===== src/rtl/cpu_pkg.sv =====
// Shared definitions for the MIPS pipeline front end.
// Provides the instruction width, the NOP encoding, default reset PC and queue
// depth, and the entry type carried from fetch to the IF/ID register.
package cpu_pkg;

  localparam int unsigned INST_W = 32;
  localparam logic [INST_W-1:0] NOP_INST = 32'h0;
  localparam logic [31:0] RESET_PC_DEFAULT = 32'h0000_0000;
  localparam int unsigned QDEPTH_DEFAULT = 2;

  typedef struct packed {
    logic [INST_W-1:0] inst;
    logic [31:0]       pc_4;
  } fetch_entry_t;

endpackage


===== src/rtl/if_fetch_unit_inst_queue.sv =====
// inst_queue: synchronous FIFO of fetch entries.
// Ports:
//   i_clk, i_rst     clock, synchronous active-high reset
//   i_push, i_entry  enqueue an entry
//   i_pop            dequeue the head
//   i_flush          empty the queue; wins over a same-cycle push
//   o_count          number of valid entries
//   o_head           head entry (registered storage, no write-through)
// The caller never pushes when full nor pops when empty.
module inst_queue
  import cpu_pkg::*;
#(
  parameter int unsigned QDEPTH = 2
) (
  input  logic                    i_clk,
  input  logic                    i_rst,
  input  logic                    i_push,
  input  logic                    i_pop,
  input  logic                    i_flush,
  input  fetch_entry_t            i_entry,
  output logic [$clog2(QDEPTH):0] o_count,
  output fetch_entry_t            o_head
);

  localparam int unsigned CW = $clog2(QDEPTH) + 1;
  localparam int unsigned PW = $clog2(QDEPTH);

  fetch_entry_t  r_mem [QDEPTH];
  logic [PW-1:0] r_rd_ptr;
  logic [PW-1:0] r_wr_ptr;
  logic [CW-1:0] r_count;

  always_ff @(posedge i_clk) begin
    if (i_rst || i_flush) begin
      r_rd_ptr <= '0;
      r_wr_ptr <= '0;
      r_count  <= '0;
    end else begin
      // Pointers wrap naturally because QDEPTH is a power of two.
      if (i_push) r_wr_ptr <= r_wr_ptr + 1'b1;
      if (i_pop)  r_rd_ptr <= r_rd_ptr + 1'b1;
      r_count <= r_count + CW'(i_push) - CW'(i_pop);
    end
  end

  always_ff @(posedge i_clk) begin
    if (!i_rst && !i_flush && i_push) r_mem[r_wr_ptr] <= i_entry;
  end

  always_comb begin
    o_count = r_count;
    o_head  = r_mem[r_rd_ptr];
  end

endmodule


===== src/rtl/if_fetch_unit.sv =====
// if_fetch_unit: instruction-fetch stage of the 5-stage MIPS pipeline.
// Owns the PC, issues in-order fetches over a req/gnt + rvalid handshake,
// buffers responses in inst_queue and presents {inst, pc+4} to IF/ID.
// Ports:
//   i_clk, i_rst                      clock, synchronous active-high reset
//   i_redirect_valid, i_redirect_pc   load new PC and flush in-flight work
//   o_imem_req, o_imem_addr           fetch request and address
//   i_imem_gnt                        request accepted this cycle
//   i_imem_rvalid, i_imem_rdata       in-order response
//   o_out_valid, o_out_inst, o_out_pc_4, i_out_ready   IF/ID handshake
module if_fetch_unit
  import cpu_pkg::*;
#(
  parameter logic [31:0] RESET_PC = RESET_PC_DEFAULT,
  parameter int unsigned QDEPTH   = QDEPTH_DEFAULT
) (
  input  logic              i_clk,
  input  logic              i_rst,
  input  logic              i_redirect_valid,
  input  logic [31:0]       i_redirect_pc,
  output logic              o_imem_req,
  output logic [31:0]       o_imem_addr,
  input  logic              i_imem_gnt,
  input  logic              i_imem_rvalid,
  input  logic [INST_W-1:0] i_imem_rdata,
  output logic              o_out_valid,
  output logic [INST_W-1:0] o_out_inst,
  output logic [31:0]       o_out_pc_4,
  input  logic              i_out_ready
);

  localparam int unsigned CW = $clog2(QDEPTH) + 1;
  localparam logic [CW:0] QDEPTH_C = (CW + 1)'(QDEPTH);

  logic [31:0]   r_pc;
  logic [31:0]   r_resp_pc;
  logic [CW-1:0] r_outst;
  logic [CW-1:0] r_drop;

  logic [CW-1:0] w_count;
  fetch_entry_t  w_head;
  fetch_entry_t  w_push_entry;
  logic          w_pop;
  logic          w_grant;
  logic          w_rsp;
  logic          w_push;
  logic [CW:0]   w_inflight;

  always_comb begin
    o_out_valid = (w_count != '0);
    w_pop       = o_out_valid & i_out_ready & ~i_redirect_valid;
    // outst + count never exceeds QDEPTH and pop implies count > 0, so no wrap.
    w_inflight  = {1'b0, r_outst} + {1'b0, w_count} - {{CW{1'b0}}, w_pop};
    o_imem_req  = ~i_rst & ~i_redirect_valid & (w_inflight < QDEPTH_C);
    o_imem_addr = r_pc;
    w_grant     = o_imem_req & i_imem_gnt;
    // A response with nothing outstanding is a protocol error and is ignored.
    w_rsp       = i_imem_rvalid & (r_outst != '0);
    w_push      = w_rsp & (r_drop == '0) & ~i_redirect_valid;
    w_push_entry.inst = i_imem_rdata;
    w_push_entry.pc_4 = r_resp_pc + 32'd4;
    o_out_inst  = o_out_valid ? w_head.inst : NOP_INST;
    o_out_pc_4  = o_out_valid ? w_head.pc_4 : 32'h0;
  end

  always_ff @(posedge i_clk) begin
    if (i_rst) begin
      r_pc      <= RESET_PC;
      r_resp_pc <= RESET_PC;
      r_outst   <= '0;
      r_drop    <= '0;
    end else begin
      r_outst <= r_outst + CW'(w_grant) - CW'(w_rsp);
      if (i_redirect_valid) begin
        r_pc      <= i_redirect_pc;
        r_resp_pc <= i_redirect_pc;
        // Everything still in flight after this cycle belongs to the old path.
        r_drop    <= r_outst - CW'(w_rsp);
      end else begin
        if (w_grant) r_pc <= r_pc + 32'd4;
        if (w_push)  r_resp_pc <= r_resp_pc + 32'd4;
        if (w_rsp && (r_drop != '0)) r_drop <= r_drop - 1'b1;
      end
    end
  end

  inst_queue #(
    .QDEPTH (QDEPTH)
  ) u_inst_queue (
    .i_clk   (i_clk),
    .i_rst   (i_rst),
    .i_push  (w_push),
    .i_pop   (w_pop),
    .i_flush (i_redirect_valid),
    .i_entry (w_push_entry),
    .o_count (w_count),
    .o_head  (w_head)
  );

  a_no_orphan_rsp : assert property (@(posedge i_clk) disable iff (i_rst)
    !(i_imem_rvalid && (r_outst == '0)))
    else $error("imem_rvalid with no outstanding fetch");

endmodule


===== config.mk =====
export PLATFORM = sky130hd
export DESIGN_NAME = if_fetch_unit
export DESIGN_NICKNAME = d
export VERILOG_FILES = /design/src/rtl/cpu_pkg.sv /design/src/rtl/if_fetch_unit_inst_queue.sv /design/src/rtl/if_fetch_unit.sv
export SDC_FILE = /design/constraint.sdc
export NUM_CORES = 1
export LEC_CHECK = 0
export ABC_AREA = 1
export ABC_CLOCK_PERIOD_IN_PS = 10800
export BUFFER_PORTS_ARGS = -buffer_cell sky130_fd_sc_hd__buf_2
export CORE_MARGIN = 1
export CORE_UTILIZATION = 30
export CTS_BUF_LIST = sky130_fd_sc_hd__clkbuf_8
export CTS_CLUSTER_DIAMETER = 60
export DETAILED_ROUTE_END_ITERATION = 12
export PLACE_DENSITY = 0.54
export SLEW_MARGIN = 20
export SYNTH_ARGS = -nofsm -noshare
export SYNTH_HDL_FRONTEND = slang
export SYNTH_SLANG_ARGS = --single-unit
export TNS_END_PERCENT = 30

===== constraint.sdc =====
create_clock -name i_clk -period 10.8 [get_ports i_clk]
set_input_delay 2.16 -clock i_clk [delete_from_list [all_inputs] [get_ports i_clk]]
set_output_delay 2.16 -clock i_clk [all_outputs]
set_load 0.02 [all_outputs]

==> results of run 1 <==
-- layer usage --
metal,up-vias,routed length [um]
li1,4049,-
met1,3664,12890
met2,255,11440
met3,32,1742
met4,0,397
met5,-,0
-- registers in the layout, summed over array words and instances (netlist names), named ones only --
| name | cells |
|---|---|
| r_drop | 2 |
| o_imem_addr | 32 |
| u_inst_queue.r_wr_ptr | 1 |
| u_inst_queue.r_rd_ptr | 1 |
| r_resp_pc | 32 |
| u_inst_queue.r_mem | 128 |
| r_outst | 2 |
| u_inst_queue.o_count | 2 |
-- per-stage QoR --
step           instances  cell area (um^2)  utilization, %
4_1_cts             1739             11610           36.59
6_report            1739             11610           36.59
5_1_grt             1739             11610           36.59
3_3_place_gp        1673             10930           34.47
3_5_place_dp        1673             10930           34.47
2_1_floorplan       1138              9723               -
-- cells by family (layout without fill, tap and decap cells) --
family,after synthesis,count (layout)
flip-flops,201,201
AND/OR/NAND/NOR,560,560
buffers and inverters,160,359
adder cells (fa/ha/maj),11,11
XOR/XNOR,27,27
AO/OA/AOI/OAI,179,179
-- synthesized netlist by cell type --
| cell | number |
|---|---|
| o21ai_1 | 8 |
| nor2_2 | 6 |
| nor2_4 | 9 |
| inv_2 | 2 |
| buf_4 | 1 |
| o21ai_0 | 38 |
| a21oi_1 | 113 |
| ha_1 | 10 |
| o22ai_1 | 1 |
| nand2_4 | 6 |
| dfxtp_1 | 73 |
| o21a_2 | 1 |
| inv_1 | 115 |
| nor2_8 | 2 |
| a21boi_0 | 1 |
| nor2_1 | 83 |
| xor2_1 | 11 |
| xnor2_1 | 10 |
| nor3_1 | 5 |
| or2_2 | 3 |
| buf_2 | 4 |
| buf_1 | 7 |
| a31oi_1 | 12 |
| nand3_2 | 2 |
| nand2_1 | 378 |
| inv_6 | 1 |
| o21bai_1 | 1 |
| inv_4 | 1 |
| nand3b_1 | 1 |
| nand3_1 | 51 |
| fa_1 | 1 |
| edfxtp_1 | 128 |
| nand3_4 | 1 |
| and2_1 | 3 |
| xor2_2 | 6 |
| buf_6 | 5 |
| o21a_1 | 1 |
| nand4_1 | 5 |
| a21oi_2 | 3 |
| nand2_2 | 5 |
| clkbuf_1 | 24 |
-- power by group through the flow --
stage	combinational [mW]	sequential, mW	clock [mW]
after floorplan	0.161	0.913	0
after global placement	0.243	0.909	0
after detailed placement	0.247	0.909	0
after CTS	0.248	0.893	0.691
after global routing	0.273	0.898	0.725
final	0.245	0.894	0.665
-- final timing paths --
path | cells past startpoint | slack, ns | endpoint
min reg2reg | 2 | 0.45 | o_imem_addr[1]$_SDFFE_PP0P_
max | 11 | 4.24 | o_imem_req
max reg2reg | 17 | 6.98 | r_outst[1]$_SDFF_PP0_
min | 2 | 0.45 | o_imem_addr[1]$_SDFFE_PP0P_
-- placed cells by master (no fill, tap or decap), drive strengths merged, types with 10 or more instances in the layout --
cell    netlist  final
nand2       389    389
buf          17    174
inv         119    140
edfxtp      128    128
a21oi       116    116
nor2        100    100
dfxtp        73     73
nand3        54     54
o21ai        46     46
clkbuf       24     38
xor2         17     17
a31oi        12     12
xnor2        10     10
ha           10     10
-- layout make-up --
type	count	area share, %
flip-flops and latches	201	45.72
multi-input cells	777	32.58
repair buffers	174	7.654
clock buffers	38	4.506
well taps	402	4.334
inverters	119	3.913
clock inverters	28	1.294
-- worst reg2reg max path, delay by kind of cell, from the launching register on --
family / cells / cell delay (ns)
xor gates and xnor gates: 1 / 0.15
AOI/OAI and AO/OA: 2 / 0.20
buffers and inverters: 4 / 0.81
adders and majority gates: 4 / 1.30
DFF: 1 / 0.35
and+or+nand+nor: 6 / 0.91
==> results list, run 1 <==
- Result of the run: complete, no violations
- Worst Slack Setup Final: 4.239 ns
- Max-cap violations in this run came to 0.
- Top area cells in the synthesized netlist: edfxtp_1 40%, dfxtp_1 15%, nand2_1 15%, a21oi_1 5.8%, inv_1 4.4%
- Fill cells in the final layout number around 3300.
- Final hold analysis gives a worst-case slack of 0.4524 ns.
- Routed len/inst: 15.22 um
- The startpoint identified for the worst hold timing path is o_imem_addr[1]$_SDFFE_PP0P_.
- Fraction of power consumed by combinational cells: a little over an eighth
- The setup path with the least slack is of type input pin to primary output.
- In this run, the number of DRC markers left after iteration 0 of detailed routing was 538.
- Switching Share: 28.44%
* Clock latency reported for the late side of the worst-skew pair: 0.53 ns
* Antenna cells: 0
- OpenSTA, run right after detailed placement, puts the worst setup slack at 4.191 ns.
- Synth Area in XOR/XNOR: 2.895%
- Synth area leader: edfxtp_1
- After Yosys synthesis, full adders, half adders and majority gates account for 1.493% of the synthesized area.
* FMAX: approximately 150 MHz
- Crit path capture type: primary output
- Setup Viol. Count Final: 0
* Nets: 1390
* Maximum root-to-sink buffer count: 3
- In this run the worst setup path begins at i_redirect_valid.
- Global routing consumed, on the met3 layer, 2.828% of the routing resources.
* Count of cell types in the netlist: 41
- After synthesis, the largest family of logic cells by area is simple AND/OR/NAND/NOR gates.
- Critical-path cell list: buf_2, nor2_1, ha_1, or2_2, fa_1, inv_1, nand2_1, nand2_1, nand2_1, nor2_1, buf_2
* Number of buffers and inverters on the critical path: 3
- Clock Power Share: 36.9%
- Slew Viols, Final: 0
- Switching power of the nets: 513.0 uW
* Chip Width: about 180 um
- Once detail routing completed, the nets flagged for antenna violations numbered 0.
- Share of the synthesized area in compound gates (AO/OA/AOI/OAI): 9.613%
- Final cycle utilization of the critical path: 60.75%
- Among all stages on the critical path, the largest delay is contributed by buf_2.
- After layout, the design draws a total of 1.804 mW.
* Grt met2 use: 24.40%
* Unrepaired setup endpoints after global routing: false
- Counting every net in the synthesized netlist gives 1219.
- Of the synthesized area, sequential elements account for 54.56%.
* Area used by multi-input combinational logic: 0.003781 mm^2
- Post-layout minimum cycle time: approximately 6.6 ns
* Startpoint of the lowest-slack register-to-register path: u_inst_queue.o_count[0]$_SDFF_PP0_
- Number of placed I/O pins: ~170
* Synthesis Warnings: 0
* Standard-cell rows: 65
- Synthesis handed over a netlist of between 1000 and 1500 instances.
- In this run, post-CTS hold repair placed 0 buffers.
- Area overhead of the layout relative to synthesis: 19.37%
- IR analysis of the VDD net gives a maximum drop of 79.81 uV.
- Summed over all layers, the global routing overflow is 0.
- The synthesized netlist devotes roughly 25% of its cell area to simple gates.
- The initial antenna violation count was 0.
- Layout Skew: 0.01635 ns
- Routability-driven placement finished with a final weighted congestion of 0.8472.
* Total of flip-flops plus latches after synthesis: 201
- Vias in the first global route: 7410
* Total via count in the routed design: 8000
- After global routing, the most crowded layer is met2.
- Total Routing Usage GR: 15.67%
* Core Box Area: 0.03172 mm^2
- CTS saw 201 sinks.
- Remaining design rule violation count: 0
* Register area: roughly 0.0053 mm^2
- The die covers 0.03313 mm^2.
* Class of the worst hold path: flip-flop to flip-flop
* Met1 Usage GRT: 22.27%
- The kind of cell with the highest combined delay along the critical path is buffers and inverters.
- The number of clock buffers added by TritonCTS is 36.
* Critical path startpoint category: input pin
- After detailed routing, the total wire length is 26480 um.
- The final hold violation count came to 0.
- Vertical extent of the die: 182.0 um
* Clock tree from TritonCTS: yes
- TNS Setup: 0 ns
- In this run the biggest area consumer among cell types represents 39.53% of the synthesized area.
* Share of post-route cells with drive strength above 1: 20.19%
- Post-CTS setup buffer count: 0
- After clock tree synthesis, the repair step resized 0 gates.
* Post-DR vias/cell: 4.600
* Flop pwr share: 49.6%
- Cell Area, Synth: 0.009723 mm^2
- Clock tree root buffer cell: clkbuf_8
- Of the post-synthesis cell area, the part taken by muxes is 0%.
- Wire length of the first global-routing pass: just over 40000 um
* Headroom to the max-slew limit: a little under two fifths
- Initial Util: 30.65%
- For the worst setup path, the data required time is 8.64 ns.
* Leak: 4.935 nW
- After clock tree synthesis, the clock-pin slew on the worst setup and hold paths is 0.05 ns.
- In this run the mean area of a mapped cell was 8.544 um^2.
* Tightest Pin Transition: 0.9264 ns
- IO buf count: 167
* Pin count of the biggest net entering global routing: 66
- For this run, the slowest stage of the critical path takes 0.55 ns.
- Power density over cell area: around 160 mW/mm^2
- Half-perimeter wire length of the detailed placement result: 17800 um
- In this design, the critical path's most frequently occurring cell is nand2_1.
* Number of optimization iterations in the first detailed-route pass: 5
- Along the worst path, the maximum fanout reaches 36.
- For the worst setup path, the data arrival time is 4.40 ns.
* Number of levels in the clock H-tree: 2
* Internal power component: between 1 and 1.5 mW
(Power assumes the default switching activity.)
==> run 2: changes to the inputs <==
ABC_CLOCK_PERIOD_IN_PS = 6100   (was 10800)
clock period = 6.1 ns   (was 10.8 ns; I/O delays follow)
==> run 2 against run 1 <==
Largest power group unchanged. Cell area is 0.50% higher. Worst hold slack better by 0.0046 ns. Clock power increased by 92%. First-iteration DRC count decreased by 27%. Critical endpoint unchanged.
==> results list, run 2 (same netlist as run 1, synthesis figures left out) <==
* Flop pwr share: 48.0% (was 49.6%)
* Total clock buffers created by CTS: 37 (was 36)
* Total Routing Usage GR: 16.04% (was 15.67%)
* Clock tree root buffer cell: clkbuf_8 (unchanged)
- Number of buffers inserted by hold repair at cts: 0 (unchanged)
- Post-CTS resize count: 0 (unchanged)
- The fraction of power spent switching nets is 28.12% (was 28.44%).
* Register bank with the most flops: u_inst_queue.r_mem (unchanged)
- Wire length of the first global-routing pass: 41420 um (was 40750 um)
- The number of port buffers is 167 (unchanged).
* Vias in the first global route: 7436 (was 7410)
- Internal power component: 2.367 mW (was 1.291 mW)
- Placer's final routability congestion estimate: 0.8587 (was 0.8472)
- Standard-cell rows: 65 (unchanged)
- Vertical extent of the die: 182.0 um (unchanged)
* Post-DR vias/cell: 4.594 (was 4.600)
* Slew Viols, Final: 0 (unchanged)
* GRT Max-Usage Layer: met2 (unchanged)
* FMAX: 213.3 MHz
- Leak: 4.938 nW (was 4.935 nW)
- Flip-flop count of the largest register, all copies and words added: 128 (unchanged)
* Number of levels in the clock H-tree: 2 (unchanged)
* Post-layout utilization of the core: 36.77% (was 36.59%)
- The initial antenna violation count is 0 (unchanged).
- Biggest fanout along the worst timing path: 36 (unchanged)
- Design area: 0.01166 mm^2 (was 0.01161 mm^2)
* Crit path capture type: primary output (unchanged)
* Antenna cells: 0 (unchanged)
- The setup-violating endpoint count in the final report was 0 (unchanged).
- The count of pins on the block boundary was 168 (unchanged).
* Chip Width: 182.0 um (unchanged)
- The delay of the slowest critical-path stage is 0.55 ns (about the same).
- The number of buffers on the longest clock path is 3 (unchanged).
* Clock latency reported for the late side of the worst-skew pair: 0.52 ns (was 0.53 ns)
* Class of the worst hold path: flip-flop to flip-flop (unchanged)
- Power density over cell area: 282.3 mW/mm^2 (was 155.4 mW/mm^2)
- Share of post-route cells with drive strength above 1: 20.48% (was 20.19%)
* Tightest Pin Transition: 0.9237 ns (was 0.9264 ns)
- Data arrival time of the critical path: 3.47 ns (was 4.40 ns)
- Unrepaired setup endpoints after global routing: false (unchanged)
- Class of the most critical setup path: input pin to primary output (unchanged)
* Die footprint: 0.03313 mm^2 (unchanged)
- Area overhead of the layout relative to synthesis: 19.96% (was 19.37%)
- Layout Skew: 0.01139 ns (was 0.01635 ns)
- Critical-path cell list: buf_2, nor2_1, ha_1, or2_2, fa_1, inv_1, nand2_1, nand2_1, nand2_1, nor2_1, buf_2 (unchanged)
* Register area: 0.005306 mm^2 (unchanged)
* Fraction of power consumed by combinational cells: 13.2% (was 13.6%)
* Clock Pin Slew Worst Setup and Hold Paths: 0.05 ns (about the same)
- Number of optimization iterations in the first detailed-route pass: 5 (unchanged)
* Remaining number of nets flagged by the antenna check after routing: 0 (unchanged)
- Cell repeated most along the worst path: nand2_1 (unchanged)
* Post-layout minimum cycle time: 4.687 ns
- Routed len/inst: 15.33 um (was 15.22 um)
* Headroom to the max-slew limit: 38.42% (was 38.24%)
- Max-cap viol count: 0 (unchanged)
* Nets: 1391 (was 1390)
- The total setup buffers inserted after CTS came to 0 (unchanged).
- Result of the run: complete, no violations (unchanged).
- Half-perimeter wire length of the detailed placement result: 17900 um (was 17800 um)
- Most frequent standard cell in the layout excluding fill and tap cells: nand2_1 (unchanged)
- Remaining design rule violation count: 0 (unchanged)
- Initial Util: 30.65% (unchanged)
- The fraction of met3 tracks used by global routing was 2.788% (was 2.828%).
- Grt met2 use: 24.78% (was 24.40%)
- The slowest library cell on the worst path is buf_2 (unchanged).
* Total via count in the routed design: 7993 (was 8000)
- The clock tree from TritonCTS was yes (unchanged).
* Post-Route WL: 26680 um (was 26480 um)
* WP data required: 4.88 ns (was 8.64 ns)
- Pin count of the biggest net entering global routing: 65 (was 66)
- The share of power burned in the clock network is 38.8% (was 36.9%).
- The standard cell core area was 0.03172 mm^2 (unchanged).
- The met1 track demand over resource in global routing is 23.03% (was 22.27%).
- Placed Area: 0.01093 mm^2 (unchanged)
* Leading cell types in the layout, fill and taps excluded: 378 x nand2_1, 167 x buf_2, 128 x edfxtp_1 (was 378 x nand2_1, 167 x buf_2, 134 x inv_1)
* Worst hold-check slack: 0.4570 ns (was 0.4524 ns)
- Final cycle utilization of the critical path: 76.84%
- The combined area of the multi-input logic cells was 0.003781 mm^2 (unchanged).
- The net switching component of the power was 925.9 uW (was 513.0 uW).
* TNS Setup: 0 ns (unchanged)
* Critical path startpoint category: input pin (unchanged)
- The final hold violation count was 0 (unchanged).
- First DRT Iteration DRCs: 395 (was 538)
- The count of filler cells inserted in the layout is 3290 (was 3289).
* Worst ir drop on vdd: 121.4 uV (was 79.81 uV)
- The remaining global-route overflow is 0 (unchanged).
* CTS sink cnt: 201 (unchanged)
==> run 2: cell type report <==
class | instances | share of cell area, %
Clock buffer | 41 | 4.838
Clock inverter | 26 | 1.427
Inverter | 119 | 3.894
Multi-Input combinational cell | 777 | 32.42
Sequential cell | 201 | 45.49
Tap cell | 402 | 4.312
Timing Repair Buffer | 174 | 7.616
==> run 2: critical path: cells and delay by family <==
kind,cells,cell delay (ns)
buffers and inverters,3,0.79
AND/OR/NAND/NOR,6,0.75
adder cells (fa/ha/maj),2,0.69
==> run 2: path summary, 6_finish.rpt <==
| check | start | endpoint | slack [ns] | cells past startpoint |
|---|---|---|---|---|
| worst max register to register | u_inst_queue.o_count[0]$_SDFF_PP0_ | r_outst[1]$_SDFF_PP0_ | 2.88 | 16 |
| worst min register to register | o_imem_addr[1]$_SDFFE_PP0P_ | o_imem_addr[1]$_SDFFE_PP0P_ | 0.46 | 2 |
| worst min-delay path | o_imem_addr[1]$_SDFFE_PP0P_ | o_imem_addr[1]$_SDFFE_PP0P_ | 0.46 | 2 |
| worst max-delay path | i_redirect_valid | o_imem_req | 1.41 | 11 |
==> run 2: power groups by stage <==
stage	clock network, mW	logic (mW)	registers [mW]
floorplan	0	0.285	1.62
global placement	0	0.431	1.61
detailed placement	0	0.439	1.61
CTS	1.32	0.441	1.58
global route	1.38	0.492	1.59
finish	1.28	0.435	1.58
==> run 2: stage by stage <==
step | cells | total power, mW | worst slack (ns)
floorplan | 1138 | 1.900 | -0.3853
global placement | 1673 | 2.039 | 1.433
detailed placement | 1673 | 2.047 | 1.381
CTS | 1740 | 3.340 | 1.380
global route | 1740 | 3.464 | 1.223
finish | 1740 | 3.293 | 1.413
==> run 2: per-layer routing <==
metal,share of wire [%],routed length [um]
met5,0,0
met4,1.5,394
met3,6.4,1709
met2,44,11650
met1,48,12930
==> run 3: changes to the inputs <==
ABC_CLOCK_PERIOD_IN_PS = 4300   (was 6100)
PLACE_DENSITY = 0.56   (was 0.54)
clock period = 4.3 ns   (was 6.1 ns; I/O delays follow)
==> run 3 against run 2 <==
Wire length fell by 0.24%. Critical endpoint unchanged. Highest routed layer unchanged. Largest cell class unchanged. Largest power group unchanged. Core utilization rose by 0.28 points. Die area did not move.
==> results list, run 3 (same netlist as run 1, synthesis figures left out) <==
- Fraction of power consumed by combinational cells: 13.0% (was 13.2%)
- Derived from the worst setup path, the maximum achievable clock frequency is between 200 and 300 MHz.
- Leading cell types in the layout, fill and taps excluded: 378 x nand2_1, 167 x buf_2, 128 x edfxtp_1 (unchanged)
- The number of port buffers was 167 (unchanged).
- The filler-free cell count of the finished design came to 1742 (was 1740).
- The leading cell type in the layout, fill and taps excluded is nand2_1 (unchanged).
- Final cycle utilization of the critical path: a little over four fifths
- The number of buffers on the longest clock path is 3 (unchanged).
* Wire length of the first global-routing pass: 41570 um (was 41420 um)
* Biggest fanout along the worst timing path: 4 (was 36)
* Post-DR vias/cell: 4.560 (was 4.594)
* Max-cap viol count: 0 (unchanged)
* Remaining design rule violation count: 0 (unchanged)
* Number of placed instances, taps included: 1674 (was 1673)
* Count of final hold-check violations: 0 (unchanged)
* Setup Viol. Count Final: 0 (unchanged)
- Cell repeated most along the worst path: nand2_1 (unchanged)
* Tightest Pin Transition: 0.8007 ns (was 0.9237 ns)
* Area overhead of the layout relative to synthesis: 20.87% (was 19.96%)
- Clock Pin Slew Worst Setup and Hold Paths: 0.05 ns (about the same)
- Worst Slack Setup Final: 0.6750 ns (was 1.413 ns)
- The number of gates resized after cts is 0 (unchanged).
- Standard-cell rows: 65 (unchanged)
* Initial antenna violation count: 1 (was 0)
* Worst ir drop on vdd: 168.5 uV (was 121.4 uV)
* Chip Width: 182.0 um (unchanged)
* Switching power of the nets: 1.333 mW (was 925.9 uW)
- Placer's final routability congestion estimate: 0.8469 (was 0.8587)
- The remaining antenna violation count was 0 (unchanged).
- Result of the run: complete, no violations (unchanged).
* Core Box Area: 0.03172 mm^2 (unchanged)
- The share of final-layout standard cells stronger than drive strength 1 is 20.99% (was 20.48%).
- The type of the setup path with the least slack was flip-flop to primary output (was input pin to primary output).
- Final-layout fill cell count: 3266 (was 3290)
- Post-Route WL: 26610 um (was 26680 um)
* Post-placement setup slack: 0.6914 ns (was 1.381 ns)
- Unrepaired setup endpoints after global routing: false (unchanged).
- The register bank with the most flops was u_inst_queue.r_mem (unchanged).
* Leak: 4.980 nW (was 4.938 nW)
- The slack of the worst reg-to-reg path came to 1.13 ns (was 2.88 ns).
- The timing startpoint of the critical path is u_inst_queue.o_count[1]$_SDFF_PP0_ (was i_redirect_valid).
- Worst hold-check slack: 0.4582 ns (was 0.4570 ns)
- The slowest library cell on the worst path was dfxtp_1 (was buf_2).
- The reg-to-reg startpoint is u_inst_queue.o_count[1]$_SDFF_PP0_ (was u_inst_queue.o_count[0]$_SDFF_PP0_).
- Class of the worst hold path: flip-flop to flip-flop (unchanged)
- Vias in the first global route: 7573 (was 7436)
- The clock latency on the worst-skew pair is 0.55 ns (was 0.52 ns).
- Slew Viols, Final: 0 (unchanged)
- Half-perimeter wire length of the detailed placement result: 17990 um (was 17900 um)
- The die footprint is 0.03313 mm^2 (unchanged).
* Clock tree root buffer cell: clkbuf_8 (unchanged)
* Total clock buffers created by CTS: 37 (unchanged)
* First DRT Iteration DRCs: 425 (was 395)
- The remaining global-route overflow is 0 (unchanged).
* Total via count in the routed design: 7944 (was 7993)
- The startpoint class of the critical path is a flip-flop (was input pin).
* Endpoint of the worst register-to-register path: r_outst[1]$_SDFF_PP0_ (unchanged)
- Post-CTS setup buffer count: 0 (unchanged)
- Crit path to: o_imem_req (unchanged)
- The pin count of the biggest net entering global routing is 65 (unchanged).
- Number of optimization iterations in the first detailed-route pass: 4 (was 5)
- CP top delay family: simple AND/OR/NAND/NOR gates (was buffers and inverters)
* Total Routing Usage GR: 16.05% (was 16.04%)
- The power per standard cell area was 406.1 mW/mm^2 (was 282.3 mW/mm^2).
- Layout Skew: 0.02684 ns (was 0.01139 ns)
* Crit path capture type: primary output (unchanged)
- The net count reported at finish was 1392 (was 1391).
- WP data required: 3.44 ns (was 4.88 ns)
- Maximum single-stage delay on the critical path: 0.43 ns (was 0.55 ns)
- WP depth: 13 (was 11)
- The count of pins on the block boundary was 168 (unchanged).
- Number of levels in the clock H-tree: 2 (unchanged)
- The signal arrival time at the worst endpoint came to 2.77 ns (was 3.47 ns).
- The design internal power came to 3.439 mW (was 2.367 mW).
- The initial core utilization is 30.65% (unchanged).
* Clock Power Share: 40.0% (was 38.8%)
- Number of buffers and inverters on the critical path: 3 (unchanged)
- Critical-path cell list: nor2_4, inv_1, nand2_1, nor2_1, ha_1, or2_2, fa_1, inv_1, nand2_1, nand2_1, nand2_1, nor2_1, buf_2 (was buf_2, nor2_1, ha_1, or2_2, fa_1, inv_1, nand2_1, nand2_1, nand2_1, nor2_1, buf_2)
- The overall die height is 182.0 um (unchanged).
* Headroom to the max-slew limit: 46.62% (was 38.42%)
- The clock tree from TritonCTS is yes (unchanged).
- The clock period could shrink to 3.625 ns.
* Routed len/inst: 15.28 um (was 15.33 um)
* Count of cells along the worst register-to-register path: 16 (unchanged)
- The number of buffers inserted for hold repair after clock tree synthesis came to 0 (unchanged).
- The register share of total power is 47.0% (was 48.0%).
- Switching Share: 27.94% (was 28.12%)
* CTS sink cnt: 201 (unchanged)
- Flip-flop count of the largest register, all copies and words added: 128 (unchanged)
run 3: changes by cell type in the layout (fill, tap and decap cells not counted):
| cell | before | now |
|---|---|---|
| buf_12 | 0 | 2 |
| buf_4 | 7 | 6 |
| clkbuf_8 | 41 | 45 |
| clkinv_1 | 7 | 2 |
| clkinv_2 | 2 | 4 |
| clkinv_8 | 0 | 1 |
| clkinvlp_4 | 1 | 0 |
| diode_2 | 0 | 1 |
| inv_1 | 127 | 126 |
| inv_6 | 3 | 2 |
| inv_8 | 0 | 1 |
run 3: routing by layer:
layer  global-route usage [%]  vias to the layer above  share of wire [%]
met1                    22.44                     3629                 49
met2                    24.72                      228                 43
li1                         -                     4049                  -
met5                        0                        -                  0
met4                    5.076                        0                1.9
met3                    3.309                       38                6.2
run 3: power groups by stage:
stage / Clock (mW) / Sequential [mW] / Combinational [mW]
2_1_floorplan: 0 / 2.29 / 0.404
3_3_place_gp: 0 / 2.28 / 0.614
3_5_place_dp: 0 / 2.28 / 0.626
4_1_cts: 1.98 / 2.24 / 0.628
5_1_grt: 2.07 / 2.26 / 0.702
6_report: 1.91 / 2.24 / 0.621
run 3: worst min-delay path by stage:
| stage | start | end | cells past startpoint |
|---|---|---|---|
| 5_1_grt | i_imem_rdata[18] | u_inst_queue.r_mem[0][50]$_DFFE_PP_ | 1 |
| 4_1_cts | r_resp_pc[1]$_SDFFE_PP0P_ | u_inst_queue.r_mem[1][1]$_DFFE_PP_ | 0 |
| 3_5_place_dp | r_resp_pc[1]$_SDFFE_PP0P_ | u_inst_queue.r_mem[0][1]$_DFFE_PP_ | 0 |
| 2_1_floorplan | r_resp_pc[0]$_SDFFE_PP0P_ | u_inst_queue.r_mem[0][0]$_DFFE_PP_ | 0 |
| 3_3_place_gp | r_resp_pc[1]$_SDFFE_PP0P_ | u_inst_queue.r_mem[0][1]$_DFFE_PP_ | 0 |
| 6_report | r_resp_pc[1]$_SDFFE_PP0P_ | u_inst_queue.r_mem[0][1]$_DFFE_PP_ | 0 |
run 3: final cells by class:
type / instances / area (um^2) / share of cell area, %
antenna: 1 / 2.502 / 0.02129
clock buffer: 45 / 619.3 / 5.270
clock inverter: 22 / 165.2 / 1.405
inverter: 119 / 454.2 / 3.865
multi-input combinational: 777 / 3781 / 32.17
sequential: 201 / 5306 / 45.15
tap: 402 / 503.0 / 4.280
timing repair buffer: 175 / 920.9 / 7.836
run 3: worst reg2reg max path, stage by stage, from the launching register on:
cell and delay (ns):
dfxtp_1 0.43, nor2_4 0.05, inv_1 0.06, nand2_1 0.09
nor2_1 0.16, ha_1 0.25, or2_2 0.30, fa_1 0.50
inv_1 0.07, nor2_4 0.12, nand3_4 0.15, ha_1 0.32
inv_1 0.04, ha_1 0.18, xor2_1 0.15, o21ai_0 0.15
a21oi_1 0.05
run 3: through the flow:
step | total power [mW] | cell area, um^2 | TNS, ns | util (%)
after floorplan | 2.696 | 9723 | -233.64 | -
after global placement | 2.893 | 10970 | 0 | 34.57
after detailed placement | 2.906 | 10970 | 0 | 34.57
after CTS | 4.845 | 11750 | 0 | 37.05
after global routing | 5.025 | 11750 | 0 | 37.05
final | 4.773 | 11750 | 0 | 37.05
